`src/rtl/traffic_light_ctrl.sv`:
```
`default_nettype none
// ============================================================================
//  Module      : traffic_light_ctrl
//  Description : Two-road (NS / EW) intersection controller with timed
//                phases, all-red clearance, pedestrian walk service and a
//                blinking-yellow night mode. All timing advances on tick_en.
//  Ports       : clk, rst (sync, active-high), tick_en (time-base strobe),
//                ped_req (push-button), night_mode (blink request),
//                ns_r/ns_y/ns_g, ew_r/ew_y/ew_g (lamp drives),
//                ped_walk (walk lamp), phase (state code), remain (counter).
//  Revision    : 1.0 - initial release
// ============================================================================
module traffic_light_ctrl #(
    parameter int CNT_W      = 8,
    parameter int T_GREEN    = 30,
    parameter int T_YELLOW   = 5,
    parameter int T_ALLRED   = 2,
    parameter int T_WALK     = 10,
    parameter int PED_CUT    = 5,
    parameter int BLINK_HALF = 5
) (
    input  logic             clk,
    input  logic             rst,
    input  logic             tick_en,
    input  logic             ped_req,
    input  logic             night_mode,
    output logic             ns_r,
    output logic             ns_y,
    output logic             ns_g,
    output logic             ew_r,
    output logic             ew_y,
    output logic             ew_g,
    output logic             ped_walk,
    output logic [2:0]       phase,
    output logic [CNT_W-1:0] remain
);

    typedef enum logic [2:0] {
        S_NS_GREEN  = 3'd0,
        S_NS_YELLOW = 3'd1,
        S_ALL_RED_1 = 3'd2,
        S_EW_GREEN  = 3'd3,
        S_EW_YELLOW = 3'd4,
        S_ALL_RED_2 = 3'd5,
        S_NIGHT     = 3'd6,
        S_ILLEGAL   = 3'd7
    } state_t;

    // Counter reload values (duration minus one, since the count ends at 0).
    localparam logic [CNT_W-1:0] c_green_ld  = CNT_W'(T_GREEN - 1);
    localparam logic [CNT_W-1:0] c_yellow_ld = CNT_W'(T_YELLOW - 1);
    localparam logic [CNT_W-1:0] c_allred_ld = CNT_W'(T_ALLRED - 1);
    localparam logic [CNT_W-1:0] c_walk_ld   = CNT_W'(T_WALK - 1);
    localparam logic [CNT_W-1:0] c_cut_ld    = CNT_W'(PED_CUT - 1);
    localparam logic [CNT_W-1:0] c_blink_ld  = CNT_W'(BLINK_HALF - 1);

    state_t           r_state, w_state_nxt;
    logic [CNT_W-1:0] r_cnt, w_cnt_nxt;
    logic             r_ped_pend, w_ped_pend_nxt;
    logic             r_blink, w_blink_nxt;
    logic             r_walk, w_walk_nxt;
    logic             w_ped_eff;

    always_ff @(posedge clk) begin
        if (rst) begin
            r_state    <= S_ALL_RED_2;
            r_cnt      <= c_allred_ld;
            r_ped_pend <= 1'b0;
            r_blink    <= 1'b0;
            r_walk     <= 1'b0;
        end else begin
            r_state    <= w_state_nxt;
            r_cnt      <= w_cnt_nxt;
            r_ped_pend <= w_ped_pend_nxt;
            r_blink    <= w_blink_nxt;
            r_walk     <= w_walk_nxt;
        end
    end

    // A request arriving this cycle already counts for green truncation, so a
    // press shortens green on the very edge it is seen. Requests are ignored
    // while walk is shown and throughout night mode.
    assign w_ped_eff = r_ped_pend | (ped_req & ~r_walk & (r_state != S_NIGHT));

    always_comb begin
        w_state_nxt    = r_state;
        w_cnt_nxt      = r_cnt;
        w_ped_pend_nxt = w_ped_eff;
        w_blink_nxt    = r_blink;
        w_walk_nxt     = r_walk;

        case (r_state)
            S_NS_GREEN, S_EW_GREEN: begin
                if (tick_en) begin
                    if (r_cnt == '0) begin
                        w_state_nxt = (r_state == S_NS_GREEN) ? S_NS_YELLOW : S_EW_YELLOW;
                        w_cnt_nxt   = c_yellow_ld;
                    end else if (w_ped_eff && (r_cnt > c_cut_ld)) begin
                        w_cnt_nxt = c_cut_ld;
                    end else begin
                        w_cnt_nxt = r_cnt - 1'b1;
                    end
                end
            end

            S_NS_YELLOW, S_EW_YELLOW: begin
                if (tick_en) begin
                    if (r_cnt == '0) begin
                        w_state_nxt = (r_state == S_NS_YELLOW) ? S_ALL_RED_1 : S_ALL_RED_2;
                        // Serving the latched request clears it; a press landing
                        // on this same edge is dropped (clear wins).
                        if (r_ped_pend) begin
                            w_cnt_nxt      = c_walk_ld;
                            w_walk_nxt     = 1'b1;
                            w_ped_pend_nxt = 1'b0;
                        end else begin
                            w_cnt_nxt = c_allred_ld;
                        end
                    end else begin
                        w_cnt_nxt = r_cnt - 1'b1;
                    end
                end
            end

            S_ALL_RED_1, S_ALL_RED_2: begin
                if (tick_en) begin
                    if (r_cnt == '0) begin
                        w_walk_nxt = 1'b0;
                        if (night_mode) begin
                            w_state_nxt = S_NIGHT;
                            w_cnt_nxt   = c_blink_ld;
                            w_blink_nxt = 1'b1;
                        end else begin
                            w_state_nxt = (r_state == S_ALL_RED_1) ? S_EW_GREEN : S_NS_GREEN;
                            w_cnt_nxt   = c_green_ld;
                        end
                    end else begin
                        w_cnt_nxt = r_cnt - 1'b1;
                    end
                end
            end

            S_NIGHT: begin
                w_ped_pend_nxt = 1'b0;
                if (tick_en) begin
                    if (!night_mode) begin
                        w_state_nxt = S_ALL_RED_2;
                        w_cnt_nxt   = c_allred_ld;
                        w_blink_nxt = 1'b0;
                    end else if (r_cnt == '0) begin
                        w_blink_nxt = ~r_blink;
                        w_cnt_nxt   = c_blink_ld;
                    end else begin
                        w_cnt_nxt = r_cnt - 1'b1;
                    end
                end
            end

            default: begin
                // Unreachable code 7: fall back to the safe all-red phase.
                w_state_nxt = S_ALL_RED_2;
                w_cnt_nxt   = c_allred_ld;
                w_walk_nxt  = 1'b0;
                w_blink_nxt = 1'b0;
            end
        endcase
    end

    // Moore lamp decode from the registered state.
    always_comb begin
        ns_r = 1'b0;
        ns_y = 1'b0;
        ns_g = 1'b0;
        ew_r = 1'b0;
        ew_y = 1'b0;
        ew_g = 1'b0;
        case (r_state)
            S_NS_GREEN:  begin ns_g = 1'b1; ew_r = 1'b1; end
            S_NS_YELLOW: begin ns_y = 1'b1; ew_r = 1'b1; end
            S_EW_GREEN:  begin ew_g = 1'b1; ns_r = 1'b1; end
            S_EW_YELLOW: begin ew_y = 1'b1; ns_r = 1'b1; end
            S_NIGHT:     begin ns_y = r_blink; ew_y = r_blink; end
            default:     begin ns_r = 1'b1; ew_r = 1'b1; end
        endcase
    end

    assign ped_walk = r_walk;
    assign phase    = r_state;
    assign remain   = r_cnt;

endmodule
`default_nettype wire

```
`config.mk`:
```
export PLATFORM = sky130hd
export DESIGN_NAME = traffic_light_ctrl
export DESIGN_NICKNAME = d
export VERILOG_FILES = /design/src/rtl/traffic_light_ctrl.sv
export SDC_FILE = /design/constraint.sdc
export NUM_CORES = 1
export LEC_CHECK = 0
export CAP_MARGIN = 30
export CORE_ASPECT_RATIO = 0.6
export CORE_MARGIN = 2
export CORE_UTILIZATION = 40
export DETAILED_ROUTE_END_ITERATION = 8
export GPL_ROUTABILITY_DRIVEN = 0
export GPL_TIMING_DRIVEN = 1
export PLACE_DENSITY = 0.74
export SLEW_MARGIN = 15
export SYNTH_ARGS = -nofsm -noshare
export SYNTH_HDL_FRONTEND = slang
export SYNTH_SLANG_ARGS = --single-unit
```
`constraint.sdc`:
```
create_clock -name clk -period 1.7 [get_ports clk]
set_input_delay 0.425 -clock clk [delete_from_list [all_inputs] [get_ports clk]]
set_output_delay 0.425 -clock clk [all_outputs]
set_load 0.01 [all_outputs]
```
==> results by group, run 1 <==
Cells and area
  • Layout cells sized above 1: 0.539
  • Antenna Cells: 0
  • Most common cell after layout, fill and taps aside: buf_4
  • Non-Filler Instances: about 290
  • Final core occ: 0.790
  • Area Overhead vs Synth: 88.9%
  • Cell area after layout: approximately 2300 sq um
  • Fillers: 182
  • Most frequent cells in the layout: 60 x buf_4, 14 x a21oi_1, 10 x nor2_1, 8 x nand2_1, 8 x dlygate4sd2_1
  • Nets@finish: between 200 and 300

Run status
  • Violated checks: setup timing
  • Status: finished, violations left

Clocking
  • TritonCTS clock tree: yes
  • CTS Buf Count: 3
  • # H-tree levels: 1
  • Root buf cell: clkbuf_8
  • Max Root-Sink Buffers: 2
  • CTS Sinks: 14
  • Worst-Skew Late Latency: 0.26 ns
  • Clk slew on worst S/H paths: roughly 0.070 ns
  • Post-CTS Hold Fix Bufs: 0

Timing
  • Slew HR: 0.649
  • Tcrit/Tclk final: 1.15
  • Final min period: roughly 1.9 ns
  • Fin Setup TNS: -1.15 ns
  • Hold slack: about 0.52 ns
  • Final setup fails: 11
  • Fin. Hold Viols: 0
  • Slew @ Worst Pin: roughly 0.52 ns
  • Peak Freq: 0.513 GHz
  • Slew Limit Fails: 0
  • Worst setup margin: -0.248 ns
  • RSZ-0062 raised after global routing: yes
  • Clock skew: between 0.008 and 0.009 ns

Worst setup path
  • Critical Path End Type: flip-flop
  • Worst endpoint data arrival time: between 2 and 2.5 ns
  • Critical path required time: between 1.5 and 2 ns
  • CP Max Fanout: 8
  • CP Launch Type: flip-flop
  • CP Class: reg -> reg

Global route
  • Total grt overflow: 0
  • First-pass GRT wire length: between 7000 and 8000 um
  • Pin count of the biggest net entering global routing: 18
  • Vias in the first global route: roughly 1,500
  • GRT Total Usage: 0.298
  • Antenna violations before repair: 0

Logic synthesis
  • Synth Flop Type: dfxtp_1
  • Post-synth top area share: 0.234
  • Syn_area_per_cell: between 7 and 8 sq um
  • Seq cells post-synth: 14
  • Yosys top cell by area: dfxtp_1
  • Synth unique cells: 49
  • Post-Syn Nets: ~170
  • Sequential element share of the synthesized area: 0.234
  • Mapped cell area: around 1200 sq um
  • Synth Instances: 160
  • Yosys warnings: 0
  • Post-synth EDFFs: 0
  • Ys async rst share: 0
  • Synth top area cells: dfxtp_1 23%, a21oi_1 7.1%, nor2b_1 4.7%, nor2_1 4.4%, nand2_1 3.4%

Power
  • Overall power: 3.15 mW
  • Clock network fraction of total power: 0.112
  • Leakage: 0.979 nW
  • Pwr dens: about 1400 nW/um^2
  • Switching Power: between 1 and 1.5 mW
  • Sequential share of power: 0.168
  • P_int: around 1.8 mW
  • Switching fraction of total power: 0.441
  • Max VDD drop: 0.723 mV
  • Comb pwr share: 0.720

Hold path
  • Hold WC Path Type: reg -> reg

Place
  • HPWL Detailed: a little over 3000 um
  • Placed insts: about 260
  • Area post-placement: between 1500 and 2000 sq um
  • Number of port buffers: 22
  • Pre-CTS setup slack: -0.538 ns

Route
  • # DRC: 0
  • Pre-antenna DRT Iters: 5
  • Via density: roughly 6.3
  • Post-Route WL: 5820 um
  • Antenna Nets Post-Route: 0
  • Drt initial violations: 240
  • Vias: ~1,800
  • Avg WL per Cell: approximately 20 um

Floorplanning
  • Core Footprint: approximately 2900 sq um
  • # IOs: 23
  • Initial core utilization: 0.418
  • Die ar.: about 3500 sq um
  • Die Ht: roughly 46 um
  • Rows: 15
  • Die width: around 75 um

Run
  • Max cap viols: 0
## metal layers
metal / share of wire / up-vias / track usage
li1: - / 761 / -
met1: 0.39 / 810 / 0.393
met2: 0.43 / 169 / 0.474
met3: 0.12 / 57 / 0.0853
met4: 0.057 / 0 / 0.0964
met5: 0 / - / 0
## synth_stat cells (3+ instances only)
cell,instances
a21oi_1,17
a21o_1,4
dfxtp_1,14
nand2b_1,4
nand2_1,11
nor2_1,14
nor2b_1,9
buf_2,4
clkbuf_1,7
xnor2_1,4
nor3_1,8
a31oi_1,3
o21ai_0,6
nand3b_1,3
inv_1,5
a311oi_1,4
## power by group through the flow
stage	sequential (mW)	combinational (mW)	clock [mW]
after global placement	0.486	1.60	0
after detailed placement	0.492	1.63	0
after CTS	0.502	1.74	0.351
after global routing	0.534	2.35	0.370
after floorplan	0.529	0.829	0
final	0.530	2.27	0.352
## state kept, by name (all words and copies together) (netlist names)
register    flops
phase           3
r_blink         1
r_ped_pend      1
ped_walk        1
remain          8
## worst paths after layout
check	end	slack, ns	cells past startpoint	from
min reg2reg	ped_walk$_SDFFE_PP0P_	0.52	2	ped_walk$_SDFFE_PP0P_
max reg2reg	remain[2]$_SDFFE_PP0P_	-0.25	6	phase[1]$_SDFFE_PP0P_
max	remain[2]$_SDFFE_PP0P_	-0.25	6	phase[1]$_SDFFE_PP0P_
min	ped_walk$_SDFFE_PP0P_	0.52	2	ped_walk$_SDFFE_PP0P_
## worst max-delay path, cell delays in order (launching register included)
cell and delay, ns:
dfxtp_2 0.34, buf_4 0.14, buf_8 0.13, a31oi_1 0.46, nand2_1 0.22, nor4b_1 0.41, a211o_1 0.19
## layout make-up
type / instances / area (sq um) / share of cell area
multi-input cells: 129 / 1050 / 0.461
inverters: 5 / 23.8 / 0.0105
clock buffers: 4 / 55.1 / 0.0243
repair buffers: 91 / 788 / 0.348
well taps: 42 / 52.6 / 0.0232
flip-flops and latches: 14 / 302 / 0.133
## kinds of logic (layout without fill, tap and decap cells)
family,after synthesis,count (layout),share of synthesized area
muxes,1,1,0.00834
buffers and inverters,17,100,0.0605
and+or+nand+nor,68,68,0.333
DFF,14,14,0.234
adders and majority gates,2,2,0.0209
AOI/OAI and AO/OA,53,53,0.308
xor gates and xnor gates,5,5,0.0365
## timing repair
| item | 4_1_cts | 5_1_grt |
|---|---|---|
| setup buffers | 2 | 16 |
| endpoints found under the setup margin | 23 | 24 |
| pin swaps | 5 | 10 |
| hold endpoints to repair | 0 | 0 |
| gates resized for setup | 49 | 44 |
| gates cloned | 0 | 2 |
Power figures use the tool's default switching activity.
==> run 2: changes to the inputs <==
- CTS_BUF_LIST: not set -> sky130_fd_sc_hd__clkbuf_16
==> results by group, run 2 (synthesis gave the netlist of run 1 again) <==
Route
  • Via density: 5.97 (was 6.31)
  • DR WL met3: 524 um (was 673 um)
  • Post-Route WL: 5370 um (was 5820 um)
  • Routed met2 length: 2480 um (was 2520 um)
  • Met1 Routed Length: 2220 um (was 2300 um)
  • Drt initial violations: 120 (was 240)
  • Antenna Nets Post-Route: 0 (unchanged)
  • Vias: 1,690 (was 1,797)
  • Pre-antenna DRT Iters: 5 (unchanged)
  • # DRC: 0 (unchanged)
  • Avg WL per Cell: 19.0 um (was 20.4 um)
  • Uppermost layer routed: met4 (unchanged)

Floorplanning
  • Die width: 74.7 um (unchanged)
  • Die ar.: 3470 sq um (unchanged)
  • # IOs: 23 (unchanged)
  • Die Ht: 46.4 um (unchanged)
  • Initial core utilization: 0.418 (unchanged)
  • Core Footprint: 2870 sq um (unchanged)
  • Rows: 15 (unchanged)

Power
  • Pwr dens: 1370 nW/um^2 (was 1390 nW/um^2)
  • Comb pwr share: 0.683 (was 0.720)
  • Sequential share of power: 0.167 (was 0.168)
  • P_int: 1.81 mW (was 1.76 mW)
  • Switching Power: 1.33 mW (was 1.39 mW)
  • Switching fraction of total power: 0.423 (was 0.441)
  • Leakage: 0.970 nW (was 0.979 nW)
  • Clock network fraction of total power: 0.150 (was 0.112)
  • Max VDD drop: 0.754 mV (was 0.723 mV)

Clocking
  • TritonCTS clock tree: yes (unchanged)
  • Max Root-Sink Buffers: 2 (unchanged)
  • # H-tree levels: 1 (unchanged)
  • CTS Sinks: 14 (unchanged)
  • CTS Buf Count: 3 (unchanged)
  • Clk slew on worst S/H paths: 0.05 ns (was 0.07 ns)
  • Worst-Skew Late Latency: 0.25 ns (was 0.26 ns)
  • Root buf cell: clkbuf_16 (was clkbuf_8)

Timing
  • Slew @ Worst Pin: 0.487 ns (was 0.524 ns)
  • Hold slack: 0.568 ns (was 0.516 ns)
  • Peak Freq: 0.540 GHz (was 0.513 GHz)
  • Fin Setup TNS: -0.643 ns (was -1.15 ns)
  • Tcrit/Tclk final: 1.09 (was 1.15)
  • Slew HR: 0.674 (was 0.649)
  • Worst setup margin: -0.153 ns (was -0.248 ns)
  • RSZ-0062 raised after global routing: yes (unchanged)
  • Fin. Hold Viols: 0 (unchanged)
  • Final setup fails: 11 (unchanged)
  • Clock skew: 0.00142 ns (was 0.00822 ns)
  • Final min period: 1.85 ns (was 1.95 ns)
  • Slew Limit Fails: 0 (unchanged)

Hold path
  • Hold depth: 2 (unchanged)
  • Hold WC Path Type: reg -> reg (unchanged)

Worst setup path
  • Worst endpoint data arrival time: 1.99 ns (was 2.15 ns)
  • Worst setup path start: remain[1]$_SDFFE_PP0P_ (was phase[1]$_SDFFE_PP0P_)
  • Worst r2r path cells: 9 (was 6)
  • Critical path endpoint: remain[3]$_SDFFE_PP0P_ (was remain[2]$_SDFFE_PP0P_)
  • Worst r2r dst: remain[3]$_SDFFE_PP0P_ (was remain[2]$_SDFFE_PP0P_)
  • CP Launch Type: flip-flop (unchanged)
  • FF-to-FF Start: remain[1]$_SDFFE_PP0P_ (was phase[1]$_SDFFE_PP0P_)
  • CP Max Fanout: 8 (unchanged)
  • Critical Path End Type: flip-flop (unchanged)
  • Critical path required time: 1.83 ns (was 1.90 ns)
  • CP Class: reg -> reg (unchanged)
  • R2R Setup Slk: -0.15 ns (was -0.25 ns)

Place
  • HPWL Detailed: 3110 um (unchanged)
  • Number of port buffers: 22 (unchanged)
  • Area post-placement: 1830 sq um (unchanged)

Global route
  • Antenna violations before repair: 0 (unchanged)
  • Pin count of the biggest net entering global routing: 18 (unchanged)
  • GRT Total Usage: 0.294 (was 0.298)
  • First-pass GRT wire length: 7460 um (was 7590 um)
  • Total grt overflow: 0 (unchanged)
  • Vias in the first global route: 1,477 (was 1,539)

Cells and area
  • Cell area after layout: 2280 sq um (was 2270 sq um)
  • Area Overhead vs Synth: 90.4% (was 88.9%)
  • Final core occ: 0.796 (was 0.790)
  • Most common cell after layout, fill and taps aside: buf_4 (unchanged)
  • Layout cells sized above 1: 0.515 (was 0.539)
  • Antenna Cells: 0 (unchanged)
  • Number of flip-flops in the largest register: 8 (unchanged)
  • Most frequent cells in the layout: 55 x buf_4, 14 x a21oi_1, 10 x nor2_1, 9 x nand2_1, 9 x buf_6 (was 60 x buf_4, 14 x a21oi_1, 10 x nor2_1, 8 x nand2_1, 8 x dlygate4sd2_1)
  • Nets@finish: 249 (was 251)

Run status
  • Status: finished, violations left (unchanged)
  • Violated checks: setup timing (unchanged)

Run
  • Max cap viols: 0 (unchanged)
[run 2: how the worst min path moves through the flow]
| stage | end | start | slack [ns] |
|---|---|---|---|
| final | ped_walk$_SDFFE_PP0P_ | ped_walk$_SDFFE_PP0P_ | 0.57 |
| after global routing | ped_walk$_SDFFE_PP0P_ | ped_walk$_SDFFE_PP0P_ | 0.58 |
| after CTS | r_blink$_SDFFE_PP0P_ | r_blink$_SDFFE_PP0P_ | 0.52 |
| after detailed placement | ped_walk$_SDFFE_PP0P_ | ped_walk$_SDFFE_PP0P_ | 0.51 |
| after global placement | ped_walk$_SDFFE_PP0P_ | ped_walk$_SDFFE_PP0P_ | 0.49 |
| after floorplan | r_blink$_SDFFE_PP0P_ | r_blink$_SDFFE_PP0P_ | 0.48 |
[run 2: through the flow]
stage                     total power [mW]  cells  worst slack, ns
after floorplan                       1.36    160          0.00291
after global placement                2.08    262           -0.414
after detailed placement              2.12    262           -0.538
after CTS                             2.74    271           -0.109
after global routing                  3.27    283           -0.241
final                                 3.14    283           -0.153
[run 2: cell type report]
cell class                      count  area (sq um)
Multi-Input combinational cell    129          1060
Timing Repair Buffer               89           764
Fill cell                         184           587
Sequential cell                    14           300
Clock buffer                        3          75.1
Tap cell                           42          52.6
Inverter                            5          23.8
Clock inverter                      1          3.75
[run 2: timing repair]
action | 4_1_cts | 5_1_grt
setup endpoints to repair | 21 | 21
hold buffers | 0 | 0
pin swaps | 6 | 23
setup buffers | 5 | 13
gates resized for setup | 49 | 44
[run 2: routing by layer]
metal	vias up	global-route usage
met4	0	0.0786
li1	755	-
met3	21	0.0700
met2	117	0.471
met1	797	0.400
met5	-	0
[run 2: critical path: stages, from the launching register on]
cell	delay, ns
dfxtp_4	0.35
inv_4	0.06
ha_4	0.13
nor4b_4	0.28
nand2_2	0.18
buf_6	0.15
buf_6	0.13
o311a_1	0.11
o32ai_2	0.25
o21ai_1	0.10
[run 2: power groups by stage]
| stage | logic (mW) | registers [mW] | clock network, mW |
|---|---|---|---|
| final | 2.14 | 0.525 | 0.470 |
| after floorplan | 0.829 | 0.529 | 0 |
| after detailed placement | 1.63 | 0.492 | 0 |
| after global routing | 2.26 | 0.533 | 0.484 |
| after CTS | 1.77 | 0.496 | 0.471 |
| after global placement | 1.60 | 0.486 | 0 |
==> run 3: changes to the inputs <==
- ABC_CLOCK_PERIOD_IN_PS: not set -> 1700
- HOLD_SLACK_MARGIN: not set -> 0.02
==> results of run 3 <==
No change in the layout: final DEF, timing and power equal those of run 2.
